$ cat config.mk
export PLATFORM = sky130hd
export DESIGN_NAME = ipsl_pcie_dma_tlp_rx_demux
export DESIGN_NICKNAME = d
export VERILOG_FILES = /design/src/rtl/ipsl_pcie_dma_tlp_rx_demux.sv
export SDC_FILE = /design/constraint.sdc
export NUM_CORES = 1
export LEC_CHECK = 0
export ABC_CLOCK_PERIOD_IN_PS = 2100
export BUFFER_PORTS_ARGS = -buffer_cell sky130_fd_sc_hd__buf_2
export CAP_MARGIN = 0
export CORE_MARGIN = 10
export CORE_UTILIZATION = 43
export CTS_CLUSTER_SIZE = 30
export DETAILED_ROUTE_END_ITERATION = 10
export GPL_TIMING_DRIVEN = 0
export HOLD_SLACK_MARGIN = 0.05
export PLACE_DENSITY = 0.79
export SKIP_LAST_GASP = 1
export SYNTH_ARGS = -nofsm -noshare
export SYNTH_HDL_FRONTEND = slang
export SYNTH_SLANG_ARGS = --single-unit
$ cat constraint.sdc
create_clock -name clk -period 2.1 [get_ports clk]
set_clock_uncertainty 0.05 [all_clocks]
set_input_delay 0.42 -clock clk [delete_from_list [all_inputs] [get_ports clk]]
set_output_delay 0.42 -clock clk [all_outputs]
set_load 0.05 [all_outputs]
$ cat src/rtl/ipsl_pcie_dma_tlp_rx_demux.sv
`timescale 1ns/1ps
// ipsl_pcie_dma_tlp_rx_demux
// Steers TLPs arriving from the PCIe core RX AXIS port to one of two DMA-side
// AXIS masters: requests (MRd/MWr) to master0, completions (Cpl/CplD) to
// master1. Every other TLP type is absorbed and counted in a saturating
// drop counter. Classification happens on the first beat only; the whole TLP
// follows that decision.
//
// Ports:
//   clk, rst                    core clock, synchronous active-high reset
//   i_pcie_axis_master_*        RX beat stream from the PCIe core (trdy is comb)
//   o_dma_axis_master0_*        request stream, one-entry output register
//   o_dma_axis_master1_*        completion stream, one-entry output register
//   o_rx_drop_cnt               saturating count of dropped TLPs
//   o_rx_drop_pulse             one-cycle pulse per dropped TLP first beat
module ipsl_pcie_dma_tlp_rx_demux #(
  parameter int unsigned DROP_CNT_W = 16
) (
  input  logic                  clk,
  input  logic                  rst,

  input  logic                  i_pcie_axis_master_tvld,
  output logic                  o_pcie_axis_master_trdy,
  input  logic [127:0]          i_pcie_axis_master_tdata,
  input  logic                  i_pcie_axis_master_tlast,
  input  logic                  i_pcie_axis_master_tuser,

  input  logic                  i_dma_axis_master0_trdy,
  output logic                  o_dma_axis_master0_tvld,
  output logic [127:0]          o_dma_axis_master0_tdata,
  output logic                  o_dma_axis_master0_tlast,
  output logic                  o_dma_axis_master0_tuser,

  input  logic                  i_dma_axis_master1_trdy,
  output logic                  o_dma_axis_master1_tvld,
  output logic [127:0]          o_dma_axis_master1_tdata,
  output logic                  o_dma_axis_master1_tlast,
  output logic                  o_dma_axis_master1_tuser,

  output logic [DROP_CNT_W-1:0] o_rx_drop_cnt,
  output logic                  o_rx_drop_pulse
);

  localparam int unsigned DATA_W = 128;
  localparam int unsigned FT_W   = 8;

  typedef enum logic [1:0] {
    ST_IDLE,
    ST_FWD_REQ,
    ST_FWD_CPL,
    ST_DROP
  } state_t;

  typedef enum logic [1:0] {
    CLS_REQ,
    CLS_CPL,
    CLS_DROP
  } cls_t;

  state_t            state, state_nxt;
  cls_t              cls_c;
  logic [FT_W-1:0]   fmt_type_c;
  logic              port0_free_c;
  logic              port1_free_c;
  logic              rdy_c;
  logic              load0_c;
  logic              load1_c;
  logic              drop_first_c;

  // Fmt/Type byte of header DW0; only meaningful while in IDLE
  assign fmt_type_c = i_pcie_axis_master_tdata[31:24];

  // TLP class decode
  always_comb begin
    cls_c = CLS_DROP;
    case (fmt_type_c)
      8'h00, 8'h20, 8'h40, 8'h60: cls_c = CLS_REQ;
      8'h0A, 8'h4A:               cls_c = CLS_CPL;
      default:                    cls_c = CLS_DROP;
    endcase
  end

  // An output register can take a beat when empty or draining this cycle
  assign port0_free_c = !o_dma_axis_master0_tvld || i_dma_axis_master0_trdy;
  assign port1_free_c = !o_dma_axis_master1_tvld || i_dma_axis_master1_trdy;

  // State register
  always_ff @(posedge clk) begin
    if (rst) begin
      state <= ST_IDLE;
    end else begin
      state <= state_nxt;
    end
  end

  // Next state, input ready and per-port load strobes
  always_comb begin
    state_nxt    = state;
    rdy_c        = 1'b0;
    load0_c      = 1'b0;
    load1_c      = 1'b0;
    drop_first_c = 1'b0;
    case (state)
      ST_IDLE: begin
        case (cls_c)
          CLS_REQ: rdy_c = port0_free_c;
          CLS_CPL: rdy_c = port1_free_c;
          default: rdy_c = 1'b1;
        endcase
        if (i_pcie_axis_master_tvld && rdy_c) begin
          load0_c      = (cls_c == CLS_REQ);
          load1_c      = (cls_c == CLS_CPL);
          drop_first_c = (cls_c == CLS_DROP);
          if (!i_pcie_axis_master_tlast) begin
            case (cls_c)
              CLS_REQ: state_nxt = ST_FWD_REQ;
              CLS_CPL: state_nxt = ST_FWD_CPL;
              default: state_nxt = ST_DROP;
            endcase
          end
        end
      end
      ST_FWD_REQ: begin
        rdy_c = port0_free_c;
        if (i_pcie_axis_master_tvld && rdy_c) begin
          load0_c = 1'b1;
          if (i_pcie_axis_master_tlast) state_nxt = ST_IDLE;
        end
      end
      ST_FWD_CPL: begin
        rdy_c = port1_free_c;
        if (i_pcie_axis_master_tvld && rdy_c) begin
          load1_c = 1'b1;
          if (i_pcie_axis_master_tlast) state_nxt = ST_IDLE;
        end
      end
      ST_DROP: begin
        rdy_c = 1'b1;
        if (i_pcie_axis_master_tvld && i_pcie_axis_master_tlast) state_nxt = ST_IDLE;
      end
      default: state_nxt = ST_IDLE;
    endcase
  end

  assign o_pcie_axis_master_trdy = rdy_c;

  // Request output register; a new load wins over a drain in the same cycle
  always_ff @(posedge clk) begin
    if (rst) begin
      o_dma_axis_master0_tvld  <= 1'b0;
      o_dma_axis_master0_tdata <= DATA_W'(0);
      o_dma_axis_master0_tlast <= 1'b0;
      o_dma_axis_master0_tuser <= 1'b0;
    end else if (load0_c) begin
      o_dma_axis_master0_tvld  <= 1'b1;
      o_dma_axis_master0_tdata <= i_pcie_axis_master_tdata;
      o_dma_axis_master0_tlast <= i_pcie_axis_master_tlast;
      o_dma_axis_master0_tuser <= i_pcie_axis_master_tuser;
    end else if (i_dma_axis_master0_trdy) begin
      o_dma_axis_master0_tvld  <= 1'b0;
    end
  end

  // Completion output register
  always_ff @(posedge clk) begin
    if (rst) begin
      o_dma_axis_master1_tvld  <= 1'b0;
      o_dma_axis_master1_tdata <= DATA_W'(0);
      o_dma_axis_master1_tlast <= 1'b0;
      o_dma_axis_master1_tuser <= 1'b0;
    end else if (load1_c) begin
      o_dma_axis_master1_tvld  <= 1'b1;
      o_dma_axis_master1_tdata <= i_pcie_axis_master_tdata;
      o_dma_axis_master1_tlast <= i_pcie_axis_master_tlast;
      o_dma_axis_master1_tuser <= i_pcie_axis_master_tuser;
    end else if (i_dma_axis_master1_trdy) begin
      o_dma_axis_master1_tvld  <= 1'b0;
    end
  end

  // Saturating drop counter and first-beat pulse
  always_ff @(posedge clk) begin
    if (rst) begin
      o_rx_drop_cnt   <= DROP_CNT_W'(0);
      o_rx_drop_pulse <= 1'b0;
    end else begin
      o_rx_drop_pulse <= drop_first_c;
      if (drop_first_c && (o_rx_drop_cnt != {DROP_CNT_W{1'b1}})) begin
        o_rx_drop_cnt <= o_rx_drop_cnt + DROP_CNT_W'(1);
      end
    end
  end

endmodule

==> results of run 1 <==
[metrics by stage]
step | power [W] | instances | area, µm²
detailed placement | 0.00790 | 1996 | 12500
global placement | 0.00787 | 1996 | 12500
floorplan | 0.00719 | 1270 | 10100
global route | 0.0133 | 2058 | 13800
CTS | 0.0129 | 2054 | 13700
finish | 0.0129 | 2059 | 13800
[kinds of logic after synthesis]
| logic type | synth area share (%) |
|---|---|
| XOR/XNOR | 0.783 |
| multiplexers | 0.211 |
| AND/OR/NAND/NOR | 22.9 |
| AO/OA/AOI/OAI | 15.4 |
| buffers and inverters | 4.21 |
| adder cells (fa/ha/maj) | 0.621 |
| flip-flops | 55.9 |
[final cells by class]
cell class	count	area (µm²)	share of cell area, %
sequential	281	5630	40.7
multi-input combinational	893	4140	29.9
timing repair buffer	423	2200	15.9
clock buffer	40	827	5.98
buffer	88	513	3.71
tap	313	392	2.83
clock inverter	12	88.8	0.642
inverter	7	31.3	0.226
antenna	2	5.00	0.0362
[path summary, 6_finish.rpt]
| check | startpoint | end | slack [ns] |
|---|---|---|---|
| max | o_dma_axis_master0_tvld | o_pcie_axis_master_trdy | -0.07 |
| max reg2reg | state[0] | o_dma_axis_master0_tdata[0] | 0.10 |
| min | i_pcie_axis_master_tdata[18] | o_dma_axis_master1_tdata[18] | 0.08 |
| min reg2reg | o_dma_axis_master1_tdata[116] | o_dma_axis_master1_tdata[116] | 0.40 |
[cell usage in the layout, fill, tap and decap left out, types with 3 or more instances in the layout]
cell       Yosys  routed
buf_12         0       3
buf_8          0       3
and4_1         4       4
buf_2         42     435
o31ai_1        3       3
clkinv_2       0      10
buf_6          1       6
or4_1          4       4
a211oi_1       3       3
nand4_1        3       3
nand2_1      527     527
xor2_1         3       3
clkbuf_8       0       6
nor3_1         3       3
clkbuf_1      43      44
clkbuf_4       0       3
inv_1          7       5
buf_4          1      17
ha_4           0       3
xnor2_1        6       6
dfxtp_1      281     278
a21oi_1      268     266
nor2_1        20      20
nand3_1        6       6
clkbuf_16      0      31
[worst min-delay path: cells and delay by family]
family                 cells  cell delay [ns]
buffers and inverters      1             0.10
and+or+nand+nor            1             0.05
AOI/OAI and AO/OA          1             0.05
[power groups by stage]
| stage | clock (W) | sequential, W | combinational (W) |
|---|---|---|---|
| floorplan | 0 | 0.00655 | 0.000638 |
| global placement | 0 | 0.00578 | 0.00208 |
| detailed placement | 0 | 0.00580 | 0.00210 |
| CTS | 0.00501 | 0.00569 | 0.00220 |
| global route | 0.00526 | 0.00571 | 0.00237 |
| finish | 0.00494 | 0.00569 | 0.00223 |
[per-layer routing]
layer | routed length (µm) | part of all wire (%) | GRT usage (%)
met1 | 15000 | 38 | 27.5
met2 | 19200 | 49 | 42.8
met3 | 3900 | 10 | 7.78
met4 | 1100 | 2.8 | 8.16
met5 | 13 | 0.033 | 0
[repair_timing]
item                       in CTS  in global routing
setup buffers                   5                  3
cloned                          1                  2
setup endpoints to repair     214                223
resized for setup              58                 16
pin swaps                       4                  4
[flip-flops by register name, indices dropped and copies added, names as in the netlist]
signal                    cells
o_dma_axis_master0_tdata    128
o_dma_axis_master0_tlast      1
o_dma_axis_master0_tuser      1
o_dma_axis_master0_tvld       1
o_dma_axis_master1_tdata    128
o_dma_axis_master1_tlast      1
o_dma_axis_master1_tuser      1
o_dma_axis_master1_tvld       1
o_rx_drop_cnt                16
o_rx_drop_pulse               1
state                         2
==> flow_metrics.py, run 1 <==
metrics = {
    "cts": {
        "cts_num_sinks": 281,
        "hold_buffers": 0,
        "clock_latency_ns": 0.53,
        "clk_pin_slew_ns": 0.06,
        "cts_buffers": 29,
        "clockBufferDepth": 3,
        "clock-root-buffer": "clkbuf_16",
        "htreeDepth": 1,
        "cts_tree": "done",
    },
    "global_route": {
        "grt_antenna_before_repair": 3,
        "grt.total_usage_pct": 24.4,
        "grt_overflow": 0,
        "grt_max_degree": 14,
        "grt_pass1_vias": 10400,
        "grt_pass1_wl_um": 59500,
    },
    "pwr": {
        "powerDensity_nw_per_um2": 930,
        "seq_power_share_pct": 44.2,
        "power.internal_w": 0.00900,
        "ir_worst_vdd_uv": 723,
        "clkPwrFrac_pct": 38.4,
        "p_comb_share_pct": 17.3,
        "p_switching_w": 0.00385,
        "p_leak_nw": 6.06,
        "sw_frac_of_total_pct": 30.0,
    },
    "routing": {
        "dr.pass1.iters": 5,
        "drt_iter0_markers": 865,
        "drc": 0,
        "detail_route.wl_per_cell_um": 19.0,
        "finalWirelength_um": 39200,
        "vias": 10500,
        "ant_nets": 0,
        "via_per_inst": 5.11,
    },
    "timing": {
        "holdWs_ns": 0.0781,
        "fin_ws_ns": -0.0655,
        "finalSetupViolations": 1,
        "fmax_ghz": 0.462,
        "maxSlewHeadroom_pct": 35.5,
        "period_share_pct": 103,
        "min_period_ns": 2.17,
        "fin_tns_setup_ns": -0.0655,
        "hold_viol_final": 0,
        "worst_slew_pin_slew_ns": 0.968,
        "finalMaxSlewViolations": 0,
        "rsz0062_at_grt": "yes",
    },
    "critical_path": {
        "critical-path-slowest-cell": "dfxtp_2",
        "crit_type": "reg -> out",
        "worst-path-buf-inv": 1,
        "start_kind": "flip-flop",
        "worstPathArrival_ns": 1.70,
        "cp_num_cells": 5,
        "crit_fanout": 3,
        "crit_required_ns": 1.63,
        "crit_chain": "nand2b_4 > o32ai_4 > and3_4 > a21oi_2 > buf_6",
        "reg2reg_depth": 9,
        "end_kind": "output pin",
        "slowest_delay_ns": 0.36,
        "crit_family": "flip-flops",
    },
    "logic_synthesis": {
        "synth.largest_area_cell": "dfxtp_1",
        "syn_inst": 1270,
        "netlist_area_um2": 10100,
        "synth-edff-count": 0,
        "synth_nets": 1410,
        "synth_most_common_cell": "nand2_1",
        "synthTopCellsByArea": "dfxtp_1 56%, nand2_1 20%, a21oi_1 13%",
        "yosysTopAreaCellShare_pct": 55.9,
        "ys_seq_area_share_pct": 55.9,
        "synth-seq-cells": 281,
        "ys.flop_type": "dfxtp_1",
        "synth_cell_types": 44,
        "ys_warn_count": 0,
        "async_reset_ff_share_pct": 0,
        "postSynthAreaPerCell_um2": 7.93,
        "synthTopCellsByCount": "527 x nand2_1, 281 x dfxtp_1, 268 x a21oi_1",
    },
    "place": {
        "dp_hpwl_um": 29600,
        "gp_congestion": 0.906,
        "pre_cts_ws_ns": -0.606,
        "io_buffers": 413,
    },
    "cells_and_area": {
        "layout.nets": 1863,
        "nFillCells": 2056,
        "syn_to_final_growth_pct": 37.3,
        "utilization_pct": 60.5,
        "drive_gt1_share_pct": 31.0,
    },
    "floorplan": {
        "core_region_area_um2": 22800,
        "die_area_um2": 29900,
        "num_io_pins": 415,
        "fp-row-count": 55,
        "dieHeight_um": 173,
        "start_util_pct": 44.1,
        "die_w_um": 173,
    },
    "run_status": {
        "outcome": "finished with violations",
        "violations": "negative setup slack",
    },
    "worst_hold_path": {
        "holdPathStages": 3,
        "hold_path_class": "in -> reg",
    },
    "flow_run": {
        "maxCapViolations": 0,
    },
}
Power figures use the tool's default switching activity.
==> run 2: changes to the inputs <==
==> constraint.sdc (replaced) <==
create_clock -name clk -period 2.1 [get_ports clk]
set_clock_uncertainty 0.05 [all_clocks]
set_input_delay 0.315 -clock clk [delete_from_list [all_inputs] [get_ports clk]]
set_output_delay 0.315 -clock clk [all_outputs]
set_load 0.05 [all_outputs]
==> run 2 against run 1 <==
The run now ends clean. Clock-buffer cell count is 1 higher. Sequential share of layout area shrank 3.7 points. Global-route usage grew 2.7 points. Utilization increased by 6.0 points. Hold slack lost 0.0090 ns. Via count grew 9.1%. Final area up 9.8%. Non-clock buffer count increased by 128. Routed wire length is 12% higher. Power grew 3.3%. Flip-flop and latch count did not move. Critical path type unchanged. Critical endpoint unchanged.
==> flow_metrics.py, run 2 (same netlist as run 1, synthesis figures left out) <==
metrics = {
    "critical_path": {
        "worst-path-buf-inv": 2,
        "critical-path-slowest-cell": "dfxtp_4",
        "crit_required_ns": 1.74,
        "slowest_delay_ns": 0.37,
        "crit_type": "reg -> out",
        "start_kind": "flip-flop",
        "end_kind": "output pin",
        "worstPathArrival_ns": 1.72,
        "crit_chain": "buf_4 > ha_2 > a221oi_4 > a21oi_2 > buf_6",
        "crit_fanout": 3,
        "crit_family": "flip-flops",
    },
    "global_route": {
        "grt_max_degree": 15,
        "grt_pass1_vias": 11400,
        "grt_overflow": 0,
        "grt_pass1_wl_um": 65800,
        "grt_antenna_before_repair": 1,
        "grt.total_usage_pct": 27.2,
    },
    "place": {
        "postPlaceCellArea_um2": 12500,
        "place_inst": 1996,
        "gp_congestion": 0.911,
        "io_buffers": 413,
        "dp_hpwl_um": 30100,
    },
    "cts": {
        "clk_pin_slew_ns": 0.06,
        "cts_buffers": 29,
        "cts_tree": "done",
        "clock_latency_ns": 0.55,
        "htreeDepth": 1,
        "clockBufferDepth": 3,
        "cts_num_sinks": 281,
        "clock-root-buffer": "clkbuf_16",
    },
    "cells_and_area": {
        "layout_commonest_cell": "nand2_1",
        "finalNonFillerCells": 2186,
        "largestRegisters": "o_dma_axis_master0_tdata x128, o_dma_axis_master1_tdata x128, o_rx_drop_cnt x16",
        "syn_to_final_growth_pct": 50.8,
        "layout.nets": 1991,
        "final_cell_area_um2": 15200,
        "drive_gt1_share_pct": 29.4,
        "final_cell_mix": "527 x nand2_1, 432 x buf_2, 278 x dfxtp_1",
    },
    "pwr": {
        "ir_worst_vdd_uv": 806,
        "powerDensity_nw_per_um2": 874,
        "p_total_w": 0.0133,
        "p_leak_nw": 6.62,
    },
    "timing": {
        "finalSetupViolations": 0,
        "maxSlewHeadroom_pct": 43.7,
        "min_period_ns": 2.08,
        "fmax_ghz": 0.480,
        "hold_viol_final": 0,
        "period_share_pct": 99.1,
        "rsz0062_at_grt": "yes",
        "finalMaxSlewViolations": 0,
        "worst_slew_pin_slew_ns": 0.845,
    },
    "floorplan": {
        "start_util_pct": 44.1,
        "dieHeight_um": 173,
        "core_region_area_um2": 22800,
        "fp-row-count": 55,
        "die_area_um2": 29900,
        "die_w_um": 173,
        "num_io_pins": 415,
    },
    "routing": {
        "drc": 0,
        "finalWirelength_um": 43800,
        "dr.pass1.iters": 5,
        "drt_iter0_markers": 1034,
        "vias": 11500,
        "ant_nets": 0,
        "via_per_inst": 5.25,
        "detail_route.wl_per_cell_um": 20.0,
    },
    "flow_run": {
        "maxCapViolations": 0,
    },
    "run_status": {
        "outcome": "completed",
    },
    "worst_hold_path": {
        "hold_path_class": "in -> reg",
    },
}
[run 2: layer usage]
layer / routed length (µm) / GRT usage [%]
met1: 15400 / 28.9
met2: 21600 / 48.2
met3: 4550 / 8.54
met4: 2330 / 12.3
met5: 0 / 0
[run 2: worst paths after layout]
kind / start / end / slack [ns] / depth (start not counted)
worst max-delay path: state[0] / o_pcie_axis_master_trdy / 0.02 / 5
worst min-delay path: i_pcie_axis_master_tdata[25] / o_dma_axis_master0_tdata[25] / 0.07 / 3
worst max register to register: state[0] / o_dma_axis_master0_tdata[14] / 0.03 / 9
worst min register to register: o_dma_axis_master0_tdata[37] / o_dma_axis_master0_tdata[37] / 0.40 / 2
[run 2: timing repair]
item | CTS | global route
gates resized for setup | 63 | 40
cloned | 0 | 1
pin swaps | 4 | 8
endpoints found under the hold margin | 258 | 0
hold buffers | 130 | 0
endpoints found under the setup margin | 248 | 181
setup buffers | 2 | 5
[run 2: through the flow]
stage | hold slack [ns] | utilization (%) | worst slack [ns] | setup TNS (ns)
final | 0.0691 | 66.5 | 0.0182 | 0
after global routing | 0.0809 | 66.5 | -0.0456 | -0.355
after CTS | 0.0529 | 65.6 | -0.0356 | -0.112
after detailed placement | 0.393 | 54.8 | -0.635 | -95.14
after global placement | 0.389 | 54.8 | -0.576 | -80.95
after floorplan | 0.401 | - | 0.0150 | 0
[run 2: tightest hold or removal path, stage by stage]
cell and delay (ns):
buf_2 0.15, nand2_1 0.08, a21oi_1 0.06
[run 2: final cells by class]
class | instances | area [µm²]
tap | 313 | 392
antenna | 1 | 2.50
multi-input combinational | 893 | 4170
clock buffer | 41 | 821
clock inverter | 11 | 116
timing repair buffer | 551 | 3480
buffer | 88 | 552
inverter | 7 | 28.8
fill | 1771 | 7660
sequential | 281 | 5630
[run 2: report_power, final]
group / leakage, nW / internal [W] / switching (W) / total [W]
combinational: 3.88 / 0.000760 / 0.00173 / 0.00249
clock: 0.467 / 0.00296 / 0.00213 / 0.00509
sequential: 2.27 / 0.00556 / 0.000139 / 0.00570
total: 6.62 / 0.00928 / 0.00400 / 0.0133
==> run 3: changes to the inputs <==
- SETUP_SLACK_MARGIN: default -> 0.2
==> run 3 against run 2 <==
Die area unchanged. Final cell count rose by 2.2%. Global-route usage is 0.71 points higher. Critical path depth is 6 higher. Non-clock buffer count rose by 49. Highest routed layer is now met5. Sequential share of layout area decreased by 5.5 points. Power up 6.2%. Via count rose by 10%. Largest cell class is now multi-input gates. Combinational power is 30% higher. Clock-buffer cell count increased by 1. Routed wire length increased by 21%. Register-to-register slack worse by 0.02 ns.
==> flow_metrics.py, run 3 (same netlist as run 1, synthesis figures left out) <==
metrics = {
    "run_status": {
        "outcome": "completed",
    },
    "timing": {
        "holdWs_ns": 0.122,
        "maxSlewHeadroom_pct": 36.1,
        "min_period_ns": 2.09,
        "hold_viol_final": 0,
        "finalSetupViolations": 0,
        "worst_slew_pin_slew_ns": 0.958,
        "fmax_ghz": 0.478,
        "rsz0062_at_grt": "yes",
        "finalMaxSlewViolations": 0,
        "period_share_pct": 99.5,
        "fin_ws_ns": 0.0101,
    },
    "cells_and_area": {
        "multi_input_area_um2": 5660,
        "drive_gt1_share_pct": 47.9,
        "nFillCells": 1289,
        "largestRegisters": "o_dma_axis_master0_tdata x128, o_dma_axis_master1_tdata x128, o_rx_drop_cnt x16",
        "layout_commonest_cell": "buf_2",
        "utilization_pct": 78.2,
        "syn_to_final_growth_pct": 77.3,
        "final_cell_mix": "420 x buf_2, 382 x nand2_1, 270 x dfxtp_1",
        "seqCellArea_um2": 5640,
        "layout.nets": 2039,
    },
    "cts": {
        "clk_pin_slew_ns": 0.06,
        "htreeDepth": 1,
        "clock-root-buffer": "clkbuf_16",
        "cts_tree": "done",
        "cts_num_sinks": 281,
        "cts_buffers": 28,
        "clockBufferDepth": 3,
        "clock_latency_ns": 0.55,
    },
    "routing": {
        "ant_nets": 0,
        "drc": 0,
        "vias": 12700,
        "finalWirelength_um": 53000,
        "dr.pass1.iters": 7,
        "drt_iter0_markers": 1218,
        "detail_route.wl_per_cell_um": 23.7,
        "via_per_inst": 5.67,
    },
    "pwr": {
        "p_leak_nw": 7.43,
        "powerDensity_nw_per_um2": 790,
        "power.internal_w": 0.00965,
        "sw_frac_of_total_pct": 31.6,
        "p_comb_share_pct": 22.9,
        "ir_worst_vdd_uv": 726,
        "clkPwrFrac_pct": 36.3,
        "p_switching_w": 0.00446,
        "seq_power_share_pct": 40.8,
        "p_total_w": 0.0141,
    },
    "floorplan": {
        "die_w_um": 173,
        "die_area_um2": 29900,
        "fp-row-count": 55,
        "num_io_pins": 415,
        "core_region_area_um2": 22800,
        "dieHeight_um": 173,
        "start_util_pct": 44.1,
    },
    "critical_path": {
        "crit_required_ns": 2.51,
        "worstPathArrival_ns": 2.50,
        "crit_type": "reg -> reg",
        "start_kind": "flip-flop",
        "end_kind": "flip-flop",
        "crit_fanout": 5,
    },
    "flow_run": {
        "maxCapViolations": 0,
    },
    "place": {
        "pre_cts_ws_ns": -0.466,
        "gp_congestion": 0.902,
        "dp_hpwl_um": 29800,
        "io_buffers": 413,
    },
    "global_route": {
        "grt_overflow": 0,
        "grt_antenna_before_repair": 5,
        "grt.total_usage_pct": 27.9,
        "grt_pass1_vias": 11900,
        "grt_max_degree": 15,
        "grt_pass1_wl_um": 68400,
    },
    "worst_hold_path": {
        "hold_path_class": "in -> reg",
    },
}
-- run 3: changes by cell type in the layout (fill, tap and decap cells not counted), sizes merged --
cell | previous run | this run
buf | 468 | 502
clkbuf | 82 | 97
clkinv | 7 | 3
clkinvlp | 0 | 2
inv | 9 | 7
diode | 1 | 2
dlygate4sd3 | 130 | 131
-- run 3: area by class of cell --
cell class	instances	area share [%]
diodes	2	0.0280
plain buffers	89	4.63
clock buffers	42	4.55
clock inverters	7	0.567
inverters	7	0.175
multi-input cells	893	31.7
flip-flops and latches	281	31.6
well taps	313	2.19
repair buffers	599	24.6
-- run 3: through the flow --
stage	instances	instance area, µm²	TNS, ns
2_1_floorplan	1270	10100	0
6_report	2233	17900	0
3_5_place_dp	1996	12600	-80.14
5_1_grt	2233	17900	-0.178
4_1_cts	2202	15900	0
3_3_place_gp	1996	12600	-69.57
-- run 3: routing by layer --
metal	wire length, µm	vias to the layer above	global-route usage, %	part of all wire, %
met1	17700	6006	29.8	33
met3	5670	271	8.67	11
met4	3480	6	11.6	6.6
met5	34	-	0	0.064
li1	-	5415	-	-
met2	26100	952	49.8	49
-- run 3: power by group through the flow --
stage / Sequential [W] / Clock, W / Combinational (W)
finish: 0.00576 / 0.00512 / 0.00323
global route: 0.00577 / 0.00532 / 0.00335
CTS: 0.00570 / 0.00507 / 0.00264
detailed placement: 0.00580 / 0 / 0.00210
global placement: 0.00579 / 0 / 0.00208
floorplan: 0.00655 / 0 / 0.000642
-- run 3: what timing repair did --
| item | in CTS | in global routing |
|---|---|---|
| resized for setup | 202 | 410 |
| hold buffers | 131 | 0 |
| gates cloned | 9 | 18 |
| hold endpoints to repair | 261 | 0 |
| pin swaps | 90 | 213 |
| setup endpoints to repair | 272 | 272 |
| setup buffers | 17 | 11 |
-- run 3: worst max-delay path, cell delays in order, from the launching register on --
cell      delay [ns]
dfxtp_4         0.38
inv_4           0.06
ha_4            0.17
and2_4          0.17
a32oi_4         0.26
nand2b_4        0.19
buf_6           0.14
buf_12          0.16
buf_12          0.11
buf_16          0.11
nand2_2         0.06
a21oi_2         0.15
-- run 3: final timing paths --
check	from	end	slack [ns]	cells after the start
worst max-delay path	state[1]	o_dma_axis_master0_tdata[117]	0.01	11
worst min-delay path	i_dma_axis_master1_trdy	o_dma_axis_master1_tvld	0.12	3
worst max register to register	state[1]	o_dma_axis_master0_tdata[117]	0.01	11
worst min register to register	o_dma_axis_master0_tdata[6]	o_dma_axis_master0_tdata[6]	0.40	2
